==> src/rtl/rom_burst_reader.sv <==
// rom_burst_reader: reads a burst of consecutive words from an asynchronous
// ROM and presents them one at a time on a valid/ready output register.
// Optional feature: define ROM_BURST_READER_CHECKSUM_EN to enable a running
// XOR checksum of the words of the current or last burst. Without it the
// checksum port is tied to zero.
module rom_burst_reader #(
   parameter int ADDR_WIDTH = 4,
   parameter int DATA_WIDTH = 8
) (
   input  logic                  clk,
   input  logic                  rst,
   input  logic                  start,
   input  logic [ADDR_WIDTH-1:0] start_addr,
   input  logic [ADDR_WIDTH:0]   burst_len,
   output logic                  rom_en,
   output logic [ADDR_WIDTH-1:0] rom_addr,
   input  logic [DATA_WIDTH-1:0] rom_data,
   output logic [DATA_WIDTH-1:0] out_data,
   output logic                  out_valid,
   input  logic                  out_ready,
   output logic                  busy,
   output logic                  done,
   output logic [DATA_WIDTH-1:0] checksum
);

   typedef enum logic [1:0] {
      IDLE   = 2'd0,
      FETCH  = 2'd1,
      HOLD   = 2'd2,
      FINISH = 2'd3
   } state_t;

   state_t                state;
   logic [ADDR_WIDTH:0]   remain;

   // Burst sequencer: rom_en/rom_addr are set on entry to FETCH so the ROM
   // sees the address for exactly the FETCH cycle; rom_addr doubles as the
   // current burst address and only moves when a new fetch is launched.
   always_ff @(posedge clk) begin
      if (rst) begin
         state     <= IDLE;
         rom_en    <= 1'b0;
         rom_addr  <= '0;
         out_data  <= '0;
         out_valid <= 1'b0;
         busy      <= 1'b0;
         done      <= 1'b0;
         remain    <= '0;
      end else begin
         done <= 1'b0;
         case (state)
            IDLE: begin
               if (start) begin
                  busy   <= 1'b1;
                  remain <= burst_len;
                  if (burst_len != '0) begin
                     rom_addr <= start_addr;
                     rom_en   <= 1'b1;
                     state    <= FETCH;
                  end else begin
                     state <= FINISH;
                  end
               end
            end
            FETCH: begin
               out_data  <= rom_data;
               out_valid <= 1'b1;
               rom_en    <= 1'b0;
               state     <= HOLD;
            end
            HOLD: begin
               if (out_ready) begin
                  out_valid <= 1'b0;
                  remain    <= remain - 1'b1;
                  if (remain != (ADDR_WIDTH+1)'(1)) begin
                     // Natural ADDR_WIDTH overflow gives the modulo wrap.
                     rom_addr <= rom_addr + 1'b1;
                     rom_en   <= 1'b1;
                     state    <= FETCH;
                  end else begin
                     state <= FINISH;
                  end
               end
            end
            FINISH: begin
               done  <= 1'b1;
               busy  <= 1'b0;
               state <= IDLE;
            end
            default: state <= IDLE;
         endcase
      end
   end

`ifdef ROM_BURST_READER_CHECKSUM_EN
   // Running XOR: cleared by an accepted start, folds in each fetched word.
   always_ff @(posedge clk) begin
      if (rst) begin
         checksum <= '0;
      end else if (state == IDLE && start) begin
         checksum <= '0;
      end else if (state == FETCH) begin
         checksum <= checksum ^ rom_data;
      end
   end
`else
   assign checksum = '0;
`endif

endmodule

==> config.mk <==
export PLATFORM = sky130hd
export DESIGN_NAME = rom_burst_reader
export DESIGN_NICKNAME = d
export VERILOG_FILES = /design/src/rtl/rom_burst_reader.sv
export SDC_FILE = /design/constraint.sdc
export NUM_CORES = 1
export LEC_CHECK = 0
export CORE_AREA = 4 4 69 52
export DETAILED_ROUTE_END_ITERATION = 7
export DIE_AREA = 0 0 73 56
export PLACE_DENSITY = 0.75
export RECOVER_POWER = 50
export SYNTH_ARGS = -nofsm -noshare
export SYNTH_HDL_FRONTEND = slang
export SYNTH_SLANG_ARGS = --single-unit
==> constraint.sdc <==
create_clock -name clk -period 1.7 [get_ports clk]
set_clock_uncertainty 0.15 [all_clocks]
set_input_delay 0.425 -clock clk [delete_from_list [all_inputs] [get_ports clk]]
set_output_delay 0.425 -clock clk [all_outputs]
set_load 0.1 [all_outputs]
==> flow_summary.toml <==
[sta]
drv_slew = 0
min_period_ps = 1640
fmax_mhz = 610
hold_ws_ps = 311
hold_violations = 0
setup_viol = 0
rsz0062_at_grt = "false"
min_period_over_period_pct = 96.5
postLayoutSetupSlackWorst_ps = 59.5
finalSetupTns_ps = 0

[synthesis]
syn_avg_cell_area_um2 = 7.94
synth_top_area_share_pct = 38.2
netlist_instances = 152
yosys_register_bits = 23
synth.distinct_cells = 40
yosysSeqAreaShare_pct = 38.2
ys_warn_count = 0
netlist_area_um2 = 1210
synth.top_cells.by_area = "dfxtp_1 (38%), nand2_1 (8.7%), a21oi_1 (7.1%), buf_4 (5.0%), nor2_1 (3.7%)"
synth_top_area_cell = "dfxtp_1"

[die]
io_pins = 45
dieArea_um2 = 4090
die_h_um = 56
core_region_area_um2 = 3000
rows = 17
die_x_um = 73
initial_core_util_pct = 40.2

[place]
hpwl_mm = 2.40
place_congestion = 0.870
placed_cells = 228
io_buffer_count = 36
pre_cts_ws_ps = -357

[global_routing]
grt_overflow_total = 0
track_usage_pct = 15.7
grt_pass1_wl_mm = 5.25
grt_use_met2_pct = 26.8
met3_usage_pct = 4.15
busiest_layer = "met2"
antenna_found_initial = 0
grt_max_degree = 21
grt_pass1_vias = 1157
gr-usage-met1_pct = 20.3

[layout]
fillCellCount = 266
syn_to_final_growth_pct = 49.1
multi_input_area_um2 = 713
fin_nets = 219
drive_gt1_share_pct = 25.3
layout_common_cells = "nand2_1 (27), dfxtp_1 (18), a21oi_1 (16)"
antenna_cells = 0
final_cell_count_no_fill = 232
layout_commonest_cell = "nand2_1"
final_util_pct = 59.9
seqCellArea_um2 = 467

[clocking]
cts_root_buffer = "clkbuf_8"
clkTransAtPathRegs_ps = 80
cts_buffers = 3
cts_hold_buf = 0
clockBufferDepth = 2
clock-sinks = 23
cts_tree = "done"
post_cts_buffers = 0
cts-htree-levels = 1
clock_latency_ps = 260

[routing]
avgViaCountPerCell = 5.13
drc = 0
wl_per_cell_um = 13.6
num_vias = 1191
routed_wl_mm = 3.15
drtIter0Drc = 60
drt_first_pass_iters = 4
antenna_left = 0

[critical_path]
worstSetupEndpointType = "flip-flop"
crit_type = "in -> reg"
arrival_ps = 1690
start_kind = "primary input"
required_ps = 1750
path_max_fanout = 5

[power]
leakagePower_uw = 0.000752
power.density_nw_per_um2 = 903
ir_drop_mv = 0.536

[status]
status = "completed"

[hold_path]
hp-class = "reg -> reg"

[job]
max_cap_violations = 0
[flip-flops by register name (all words and copies together) (netlist names)]
name	cells
busy	1
done	1
out_data	8
out_valid	1
remain	5
rom_addr	4
rom_en	1
state	2
[report_power, final]
| part | internal, µW | total [µW] | switching [µW] | leakage [µW] |
|---|---|---|---|---|
| combinational | 222 | 649 | 426 | 0.000536 |
| clock | 164 | 340 | 176 | 0.0000255 |
| sequential | 583 | 635 | 51.7 | 0.000191 |
| total | 969 | 1620 | 654 | 0.000752 |
[Yosys cell counts]
cell type,instances
buf_2,3
nand3_1,3
nor3b_1,1
a31oi_1,3
clkbuf_1,3
buf_6,2
a2111o_1,1
a211oi_1,3
a21oi_1,17
a32o_1,2
nand2b_1,2
nand3b_1,2
o21ai_0,4
and3_1,1
nor2b_1,1
a21o_1,1
and2b_1,1
dfxtp_1,23
ha_1,3
mux2i_1,1
and2b_4,1
nor4_1,1
and2_2,1
conb_1,1
a311oi_2,1
nand4_1,2
or2_1,1
nor2_1,12
inv_1,4
o31ai_1,2
nor3_2,1
and3_4,1
o2bb2ai_1,1
nand2_1,28
a2bb2oi_1,1
a22o_1,1
o41ai_1,1
o22ai_1,1
nor3_1,6
buf_4,8
[worst max-delay path, cell delays in order]
cell             delay [ps]
clkdlybuf4s50_1         530
nor3_4                   60
and2_4                  190
a2111o_1                380
a21oi_1                 110
[timing repair]
| action | 4_1_cts | 5_1_grt |
|---|---|---|
| pin swaps | 0 | 2 |
| setup endpoints to repair | 7 | 10 |
| resized for setup | 7 | 17 |
[path summary, 6_finish.rpt]
check / start / depth (start not counted) / slack, ps / to
setup / recovery: burst_len[1] / 5 / 60 / rom_addr[2]
hold / removal: out_data[7] / 2 / 310 / out_data[7]
setup reg to reg: state[1] / 4 / 160 / rom_addr[2]
hold reg to reg: out_data[7] / 2 / 310 / out_data[7]
[stage by stage]
stage	instance area, µm²	power, µW
after CTS	1840	1640
final	1800	1620
after global placement	1780	1290
after floorplan	1240	1080
after detailed placement	1780	1300
after global routing	1800	1690
[per-layer routing]
metal | vias to the layer above | wire [µm]
li1 | 602 | -
met1 | 553 | 1470
met2 | 36 | 1510
met3 | 0 | 167
met4 | 0 | 0
met5 | - | 0
[final cells by class]
type | instances | share of cell area (%)
repair buffers | 47 | 28.3
well taps | 38 | 2.64
inverters | 4 | 0.835
multi-input cells | 116 | 39.7
clock buffers | 3 | 2.30
flip-flops and latches | 23 | 26.0
clock inverters | 1 | 0.278
[cell families after synthesis]
family	Yosys count	synth area share, %
muxes	1	0.830
buffers and inverters	20	10.3
DFF	23	38.2
AOI/OAI and AO/OA	39	21.3
adders and majority gates	3	3.11
other	1	0.311
and+or+nand+nor	65	26.0
(Power assumes the default switching activity.)
